--- src/rtl/bist_pkg.sv ---
// Shared constants, state encoding and LFSR step for the benchmark BIST drivers.
package bist_pkg;

  localparam int PI_W = 60;
  localparam int PO_W = 26;

  // Fibonacci taps for x^60 + x^59 + 1 (register bits 59 and 58)
  localparam logic [PI_W-1:0] LFSR_TAPS = 60'hC00000000000000;
  localparam logic [PO_W-1:0] MISR_POLY = 26'h47;

  typedef enum logic [1:0] {
    IDLE = 2'd0,
    RUN  = 2'd1,
    DONE = 2'd2
  } bist_state_t;

  function automatic logic [PI_W-1:0] lfsr_next(input logic [PI_W-1:0] q);
    return {q[PI_W-2:0], ^(q & LFSR_TAPS)};
  endfunction

endpackage

--- src/rtl/bist_misr.sv ---
// Multiple-input signature register: shift, conditional polynomial fold, then XOR in the response.
module bist_misr #(
  parameter int           W    = 26,
  parameter logic [W-1:0] POLY = 26'h47
) (
  input  logic         clk,
  input  logic         rst_n,
  input  logic         load,
  input  logic [W-1:0] seed,
  input  logic         en,
  input  logic [W-1:0] d,
  output logic [W-1:0] q
);

  logic [W-1:0] q_next;

  always_comb begin
    q_next = {q[W-2:0], 1'b0} ^ (q[W-1] ? POLY : '0) ^ d;
  end

  always_ff @(posedge clk) begin
    if (!rst_n) begin
      q <= seed;
    end else if (load) begin
      q <= seed;
    end else if (en) begin
      q <= q_next;
    end
  end

endmodule

--- src/rtl/c880_bist_driver.sv ---
// BIST driver for the c880 ALU netlist: LFSR vectors out, MISR compaction of responses in.
//   state | meaning
//   IDLE  | waiting for start; all registers hold
//   RUN   | one vector applied and one response absorbed per cycle
//   DONE  | one cycle: done pulse, signature final
module c880_bist_driver
  import bist_pkg::*;
#(
  parameter int               N_PAT     = 1024,
  parameter logic [PI_W-1:0]  LFSR_SEED = 60'h1,
  parameter logic [PO_W-1:0]  MISR_SEED = 26'h0
) (
  input  logic            clk,
  input  logic            rst_n,
  input  logic            start,
  output logic            busy,
  output logic            done,
  output logic [PI_W-1:0] pi,
  input  logic [PO_W-1:0] po,
  output logic [PO_W-1:0] signature,
  output logic            sig_valid,
  output logic [15:0]     pat_cnt
);

  if (LFSR_SEED == '0) begin : g_seed_chk
    $error("c880_bist_driver: LFSR_SEED must be nonzero");
  end
  if (N_PAT < 1 || N_PAT > 65535) begin : g_npat_chk
    $error("c880_bist_driver: N_PAT must be in 1..65535");
  end

  localparam logic [15:0] CNT_LAST = 16'(N_PAT - 1);
  localparam logic [15:0] CNT_MAX  = 16'(N_PAT);

  bist_state_t state, state_next;
  logic [PI_W-1:0] lfsr;
  logic start_run;
  logic running;
  logic last_pat;

  always_ff @(posedge clk) begin
    if (!rst_n) begin
      state <= IDLE;
    end else begin
      state <= state_next;
    end
  end

  always_comb begin
    state_next = state;
    case (state)
      IDLE:    if (start) state_next = RUN;
      RUN:     if (pat_cnt == CNT_LAST) state_next = DONE;
      DONE:    state_next = IDLE;
      default: state_next = IDLE;
    endcase
  end

  always_comb begin
    busy      = (state == RUN);
    done      = (state == DONE);
    start_run = (state == IDLE) && start;
    running   = (state == RUN);
    last_pat  = running && (pat_cnt == CNT_LAST);
  end

  // sig_valid rises with the last absorb so it is already high in the DONE cycle
  always_ff @(posedge clk) begin
    if (!rst_n) begin
      lfsr      <= LFSR_SEED;
      pat_cnt   <= '0;
      sig_valid <= 1'b0;
    end else if (start_run) begin
      lfsr      <= LFSR_SEED;
      pat_cnt   <= '0;
      sig_valid <= 1'b0;
    end else if (running) begin
      lfsr <= lfsr_next(lfsr);
      if (pat_cnt != CNT_MAX) pat_cnt <= pat_cnt + 16'd1;
      if (last_pat) sig_valid <= 1'b1;
    end
  end

  assign pi = lfsr;

  bist_misr #(
    .W    (PO_W),
    .POLY (MISR_POLY)
  ) u_misr (
    .clk   (clk),
    .rst_n (rst_n),
    .load  (start_run),
    .seed  (MISR_SEED),
    .en    (running),
    .d     (po),
    .q     (signature)
  );

endmodule

--- config.mk ---
export PLATFORM = sky130hd
export DESIGN_NAME = c880_bist_driver
export DESIGN_NICKNAME = d
export VERILOG_FILES = /design/src/rtl/bist_pkg.sv /design/src/rtl/bist_misr.sv /design/src/rtl/c880_bist_driver.sv
export SDC_FILE = /design/constraint.sdc
export NUM_CORES = 1
export LEC_CHECK = 0
export BUFFER_PORTS_ARGS = -buffer_cell sky130_fd_sc_hd__buf_2
export CORE_ASPECT_RATIO = 1.1
export CORE_MARGIN = 5
export CORE_UTILIZATION = 35
export CTS_CLUSTER_SIZE = 12
export DETAILED_ROUTE_END_ITERATION = 7
export GPL_ROUTABILITY_DRIVEN = 0
export HOLD_SLACK_MARGIN = 0.06
export PLACE_DENSITY = 0.67
export SYNTH_ARGS = -nofsm -noshare
export SYNTH_HDL_FRONTEND = slang
export SYNTH_SLANG_ARGS = --single-unit
--- constraint.sdc ---
create_clock -name clk -period 1.6 [get_ports clk]
set_input_delay 0.16 -clock clk [delete_from_list [all_inputs] [get_ports clk]]
set_output_delay 0.16 -clock clk [all_outputs]
set_load 0.02 [all_outputs]
==> results of run 1 <==
==> placed cells by master (no fill, tap or decap), types with 2 or more instances in the layout <==
cell type   count
and4_4          2
o21ai_0         8
buf_2         133
dfxtp_1        98
nand2_1       130
or3_1           7
nand3_1         5
a211oi_1       23
buf_12          5
and4_2          2
dfxtp_2         5
o31ai_1         2
buf_6           2
nor4b_4         2
clkinvlp_4      2
and4b_1         2
dfxtp_4         2
xor2_1          5
a21oi_1        71
nand2b_4        2
clkbuf_8        2
ha_4            2
or3_2           2
nand4_1         5
o211ai_1        2
xnor2_1        30
buf_4          14
clkbuf_16       9
nor2_1         31
==> stage by stage <==
| step | power (W) | TNS, ps | hold WS [ps] |
|---|---|---|---|
| 6_report | 0.00538 | 0 | 86.5 |
| 3_5_place_dp | 0.00328 | -458 | 436 |
| 3_3_place_gp | 0.00327 | 0 | 428 |
| 2_1_floorplan | 0.00309 | 0 | 282 |
| 4_1_cts | 0.00544 | 0 | 77.0 |
| 5_1_grt | 0.00563 | -100 | 84.0 |
==> logic make-up (layout without fill, tap and decap cells) <==
logic type,Yosys count,after routing,share of synthesized area (%)
flip-flops,105,105,51.0
multiplexers,1,1,0.243
AO/OA/AOI/OAI,108,108,14.9
buffers and inverters,38,175,4.04
AND/OR/NAND/NOR,202,203,21.8
adder cells (fa/ha/maj),2,2,0.607
XOR/XNOR,35,35,7.44
==> routing by layer <==
metal	vias up	wire length (µm)	part of all wire (%)
li1	1915	-	-
met3	13	481	4.5
met4	0	210	2.0
met5	-	0	0
met1	1775	4530	42
met2	95	5530	51
==> registers in the layout, summed over array words and instances, names as in the netlist <==
| signal | flops |
|---|---|
| pat_cnt | 16 |
| pi | 60 |
| sig_valid | 1 |
| state | 2 |
| u_misr.q | 26 |
==> final timing paths <==
check | to | cells past startpoint
setup / recovery | pat_cnt[11]$_SDFFE_PP0P_ | 7
hold reg to reg | pi[49]$_SDFFE_PP0P_ | 2
hold / removal | state[0]$_SDFFE_PN0P_ | 3
setup reg to reg | pat_cnt[11]$_SDFFE_PP0P_ | 7
==> repair_timing <==
action	4_1_cts	5_1_grt
endpoints found under the hold margin	0	0
endpoints found under the setup margin	10	9
buffers inserted	0	1
cloned	1	1
pin swaps	0	3
gates resized for setup	10	18
==> layout make-up <==
type                    instances  share of cell area, %
well taps                     150                   3.41
inverters                       4                  0.409
clock buffers                  12                   4.66
multi-input cells             349                   35.6
flip-flops and latches        105                   38.5
repair buffers                155                   16.8
clock inverters                 4                  0.637
==> critical path, stage by stage, from the launching register on <==
cell and delay, ps:
dfxtp_4 350, inv_2 40, ha_4 150, nor4b_4 130, and4_4 230, buf_6 120
nor4b_4 270, mux2i_1 200
==> power groups by stage <==
stage,Clock [W],Combinational (W),Sequential [W]
6_report,0.00214,0.000538,0.00271
5_1_grt,0.00233,0.000586,0.00271
4_1_cts,0.00220,0.000538,0.00271
3_5_place_dp,0,0.000515,0.00277
3_3_place_gp,0,0.000506,0.00276
2_1_floorplan,0,0.000276,0.00282
==> results by group, run 1 <==
Run status
  • Outcome: completed

Floorplan
  • I/O pin count: 134
  • Starting Density: 35.9%
  • Core ar.: 11,500 µm²
  • Chip Width: 113 µm
  • Full die area: 14,000 µm²
  • FP Rows: 41
  • Die height: 124 µm

Layout
  • Final Non-Filler Cells: 779
  • Fillers: 1,138
  • N_diodes: 0
  • Proportion of layout cells with a drive suffix above 1: 31.6%
  • Final Net Count: 655
  • Register Area: 2120 µm²
  • Footprint of the multi-input gates: 1960 µm²
  • Final instance area: 5500 µm²
  • Final core utilization: 47.9%
  • P&R area growth vs syn: 33.5%

Logic synthesis
  • Share of the synthesized area in the top cell type: 51.0%
  • Synthesized flop and latch total: 105
  • Area leader, netlist: dfxtp_1
  • Mapped Avg Cell Area: 8.39 µm²
  • Asr flop ratio synth: 0%
  • Area contributors post-synth: dfxtp_1 (51%), nand2_1 (12%), a21oi_1 (8.6%)
  • Unique cell type count in the Yosys netlist: 37
  • Post-synth EDFFs: 0
  • Syn_nets: 522
  • Cells after Synth: 491
  • Mapped Area: 4120 µm²
  • Ys Warns: 0
  • Synth cell count leaders: nand2_1 (130), dfxtp_1 (105), a21oi_1 (71)
  • Seq/Total Area, Yosys: 51.0%
  • Most common cell in the netlist: nand2_1
  • Ys flop type: dfxtp_1

GRT
  • Initial antenna violation count: 0
  • Global-route wire length before repair: 17,200 µm
  • Met1 usage: 17.7%
  • Largest net degree at the start of global routing: 34
  • M2 GR Usage: 26.5%
  • GRT Residual Overflow: 0
  • Layer with the highest usage: met2
  • M3 GR Usage: 3.35%
  • Gr usage total: 15.0%
  • Number of global-route vias before repair: 3,568

Route
  • Detailed Route Iter0 Violations: 259
  • Pre-antenna DRT Iters: 6
  • Routed wire per std cell: 13.8 µm
  • DR vias: 3,798
  • DRC: 0
  • Antenna Nets Post-Route: 0
  • Vias per Instance: 4.88
  • Total Wirelength: 10,800 µm

STA
  • Fin. Hold Viols: 0
  • Worst slew pin tran: 386 ps
  • Final period utilization: 98.3%
  • RSZ-0062 raised after global routing: true
  • Pins Over Slew Limit: 0
  • Final setup fails: 0
  • Final setup margin: 27.5 ps
  • Worst slew margin: 74.2%
  • Fmax: 0.636 GHz
  • Clock Skew: 8.98 ps
  • Final min period: 1570 ps

Critical path
  • Setup crit end kind: flop
  • Crit path required time: 1870 ps
  • Worst setup path class: reg2reg
  • Max FO, Critical Path: 7
  • Critical path startpoint category: flop
  • Flop2flop setup slack: 30 ps
  • Worst r2r src: pat_cnt[1]$_SDFFE_PP0P_
  • Crit path launch: pat_cnt[1]$_SDFFE_PP0P_
  • CP arrival: 1840 ps

Pwr
  • Clock Power Share: 39.7%
  • P_sw: 0.00135 W
  • Internal power: 0.00403 W
  • Sequential share of power: 50.3%
  • Max VDD drop: 0.469 mV
  • Pleak: 2.22 nW
  • Switching Fraction: 25.0%
  • Power share of the combinational group: 10.0%
  • Power Density: 979 nW/µm²

Placement
  • IO buf count: 133
  • Area of placed instances: 5060 µm²
  • Pre-CTS WS: -136 ps
  • Placed insts: 760
  • HPWL after detailed placement: 7490 µm

Clock tree
  • CTS root buffer: clkbuf_16
  • Total CTS buffers: 9
  • Worst-path clk slew: 70 ps
  • Clk buf depth: 2
  • Worst skew pair latency: 340 ps
  • TritonCTS clock tree: built
  • Cts-stage hold buffer count: 0
  • CTS H-tree depth: 3
  • Clk sinks: 105

Min path
  • Worst hold path class: in2reg
  • Startpoint of the lowest-slack hold path: start

Job
  • MaxCap Viol Count: 0
No activity file was read; power rests on OpenSTA's default activity.
==> run 2: changes to the inputs <==
--- a/config.mk
+++ b/config.mk
@@ -13,7 +13,8 @@
 export DETAILED_ROUTE_END_ITERATION = 7
 export GPL_ROUTABILITY_DRIVEN = 0
 export HOLD_SLACK_MARGIN = 0.06
-export PLACE_DENSITY = 0.67
+export PLACE_DENSITY = 0.66
 export SYNTH_ARGS = -nofsm -noshare
 export SYNTH_HDL_FRONTEND = slang
+export SYNTH_HIERARCHICAL = 1
 export SYNTH_SLANG_ARGS = --single-unit
==> run 2 against run 1 <==
Die area grew 6.9%; non-clock buffer count shrank 3; count of clock-buffer cells in the layout shrank 2; hold slack gained 17 ps; critical path depth shrank 1; maximum frequency grew 2.2%; setup slack gained 34 ps; flip-flop and latch count is the same; wire length is essentially flat; critical endpoint is now pat_cnt[2]$_SDFFE_PP0P_; largest power group unchanged.
==> results by group, run 2 <==
Critical path
  • R2r endpoint: pat_cnt[2]$_SDFFE_PP0P_
  • Critical path startpoint category: flop
  • Setup crit end kind: flop
  • Flop2flop setup slack: 60 ps (+30 ps)
  • Crit path to: pat_cnt[2]$_SDFFE_PP0P_
  • Worst r2r src: pat_cnt[0]$_SDFFE_PP0P_
  • CP arrival: 1820 ps (-20 ps)
  • Crit path launch: pat_cnt[0]$_SDFFE_PP0P_
  • Worst setup path class: reg2reg
  • Worst reg-to-reg path cell count: 6 (-1)
  • Max FO, Critical Path: 6 (-1)
  • Crit path required time: 1880 ps (about the same)

Clock tree
  • Setup Buffers After CTS: 0 (unchanged)
  • Total CTS buffers: 9 (unchanged)
  • CTS root buffer: clkbuf_16
  • TritonCTS clock tree: built
  • Worst-path clk slew: 70 ps (about the same)
  • CTS H-tree depth: 3 (unchanged)
  • Clk sinks: 105 (unchanged)
  • Cts-stage hold buffer count: 0 (unchanged)
  • Clk buf depth: 2 (unchanged)
  • Worst skew pair latency: 340 ps (about the same)

Layout
  • Max FFs per register: 60 (unchanged)
  • Final instance area: 5810 µm² (+5.6%)
  • Proportion of layout cells with a drive suffix above 1: 33.8% (+2.2 points)
  • Final Net Count: 644 (-1.7%)
  • Final core utilization: 46.3% (-1.5 points)
  • N_diodes: 0 (unchanged)
  • P&R area growth vs syn: 31.0%
  • Fillers: 1,214 (+6.7%)
  • Commonest non-fill, non-tap cells in the layout: buf_2 (132), nand2_1 (124), dfxtp_1 (76), a21oi_1 (63), xor2_1 (32)
  • Most common cell after layout, fill and taps aside: buf_2

Pwr
  • Power Density: 1080 nW/µm² (+10%)
  • Tot Pwr: 0.00625 W (+16%)
  • Pleak: 2.48 nW (+12%)
  • Max VDD drop: 0.536 mV (+14%)

Logic synthesis
  • Synthesized flop and latch total: 105 (unchanged)
  • Unique cell type count in the Yosys netlist: 41 (+11%)
  • Ys flop type: dfxtp_1
  • Asr flop ratio synth: 0% (unchanged)
  • Most common cell in the netlist: nand2_1
  • Area contributors post-synth: dfxtp_1 (36%), edfxtp_1 (18%), nand2_1 (10%)
  • Seq/Total Area, Yosys: 53.3% (+2.3 points)
  • Mapped Area: 4430 µm² (+7.6%)
  • Ys Warns: 6 (+6)
  • Mapped Avg Cell Area: 9.76 µm² (+16%)
  • Cells after Synth: 454 (-7.5%)
  • Area leader, netlist: dfxtp_1
  • Post-synth EDFFs: 26 (+26)
  • Share of the synthesized area in the top cell type: 35.7% (-15 points)
  • Synth cell count leaders: nand2_1 (124), dfxtp_1 (79), a21oi_1 (63)

STA
  • Fin. Hold Viols: 0 (unchanged)
  • Final setup fails: 0 (unchanged)
  • Clock Skew: 6.48 ps (-2.50 ps)
  • Pins Over Slew Limit: 0 (unchanged)
  • Fmax: 0.650 GHz (+2.2%)
  • Total negative slack: 0 ps (unchanged)
  • Final period utilization: 96.2% (-2.1 points)
  • RSZ-0062 raised after global routing: false
  • Final min period: 1540 ps (-34.0 ps)

GRT
  • Initial antenna violation count: 0 (unchanged)
  • Number of global-route vias before repair: 3,559 (-0.25%)
  • GRT Residual Overflow: 0 (unchanged)
  • Global-route wire length before repair: 17,500 µm (+1.5%)
  • Gr usage total: 14.0% (-0.99 points)
  • Largest net degree at the start of global routing: 66 (+94%)

Floorplan
  • Core ar.: 12,500 µm² (+9.1%)
  • I/O pin count: 134 (unchanged)
  • FP Rows: 43 (+4.9%)
  • Die height: 128 µm (+3.4%)
  • Chip Width: 117 µm (+3.4%)
  • Full die area: 15,000 µm² (+6.9%)
  • Starting Density: 35.4% (-0.50 points)

Route
  • DRC: 0 (unchanged)
  • Routed wire per std cell: 13.9 µm (+0.44%)
  • Antenna Nets Post-Route: 0 (unchanged)
  • DR vias: 3,660 (-3.6%)
  • Met1 WL: 4810 µm (+6.2%)
  • Met2 routed WL: 4740 µm (-14%)
  • Pre-antenna DRT Iters: 4 (-2)
  • Uppermost routed layer: met4
  • Vias per Instance: 4.72 (-3.1%)
  • Detailed Route Iter0 Violations: 149 (-42%)
  • Total Wirelength: 10,700 µm (about the same)
  • Met3 WL: 1020 µm (+110%)

Placement
  • Area of placed instances: 5420 µm² (+7.2%)
  • IO buf count: 133 (unchanged)
  • HPWL after detailed placement: 7700 µm (+2.8%)

Min path
  • Worst hold path class: in2reg

Run status
  • Outcome: completed

Job
  • MaxCap Viol Count: 0 (unchanged)
==> run 2: cell types whose count changed after synthesis, sizes merged, moves of 21 or more <==
cell	previous run	this run
edfxtp	0	26
a211oi	23	0
xnor2	30	1
mux2	0	26
xor2	5	32
nor2	31	10
dfxtp	105	79
==> run 2: cell families after synthesis <==
family	count (synthesis)	synth area share (%)
xor+xnor	36	8.16
fa+ha+maj	2	0.564
simple gates	178	18.4
other cells	1	0.0846
mux	26	6.86
buf+inv	32	3.95
flops	105	53.3
compound gates	74	8.67
==> run 2: what timing repair did <==
action,4_1_cts,5_1_grt
endpoints found under the setup margin,1,16
pin swaps,0,1
gates resized for setup,5,7
==> run 2: worst min path at each step <==
stage | startpoint | cells after the start | to
6_report | rst_n | 3 | state[0]$_SDFFE_PN0P_
5_1_grt | rst_n | 2 | state[1]$_SDFFE_PN0P_
4_1_cts | rst_n | 2 | state[1]$_SDFFE_PN0P_
3_5_place_dp | rst_n | 2 | state[1]$_SDFFE_PN0P_
3_3_place_gp | rst_n | 2 | state[1]$_SDFFE_PN0P_
2_1_floorplan | rst_n | 1 | state[1]$_SDFFE_PN0P_
==> run 2: critical path: stages (launching register included) <==
cell     delay, ps
dfxtp_4        370
inv_1           50
ha_1           180
nor4b_1        140
and4_2         230
or3_1          360
a21oi_1        150
==> run 2: stage by stage <==
step	worst slack, ps	hold slack (ps)	std cells
floorplan	3.90	282	479
detailed placement	31.1	456	759
finish	61.5	104	775
global placement	137	439	759
global route	13.2	101	775
CTS	3.80	92.5	775
==> run 2: layout make-up <==
type                       count  area, µm²  share of cell area, %
timing repair buffer         152        861                   14.8
tap                          157        196                   3.38
inverter                       3       16.3                  0.280
sequential                   105       2370                   40.8
clock buffer                  10        239                   4.12
clock inverter                 6        111                   1.92
multi-input combinational    342       2010                   34.7
==> run 2: per-layer routing <==
metal  up-vias  global-route usage [%]
met5         -                       0
met4         0                    5.32
met3        15                    5.69
met2       134                    21.5
met1      1684                    17.8
li1       1827                       -
==> run 2: power breakdown <==
part	leakage [nW]	internal, W	total, W	switching (W)
Sequential	0.904	0.00286	0.00294	0.0000818
Clock	0.174	0.00158	0.00254	0.000963
Combinational	1.40	0.000328	0.000775	0.000447
Total	2.48	0.00476	0.00625	0.00149
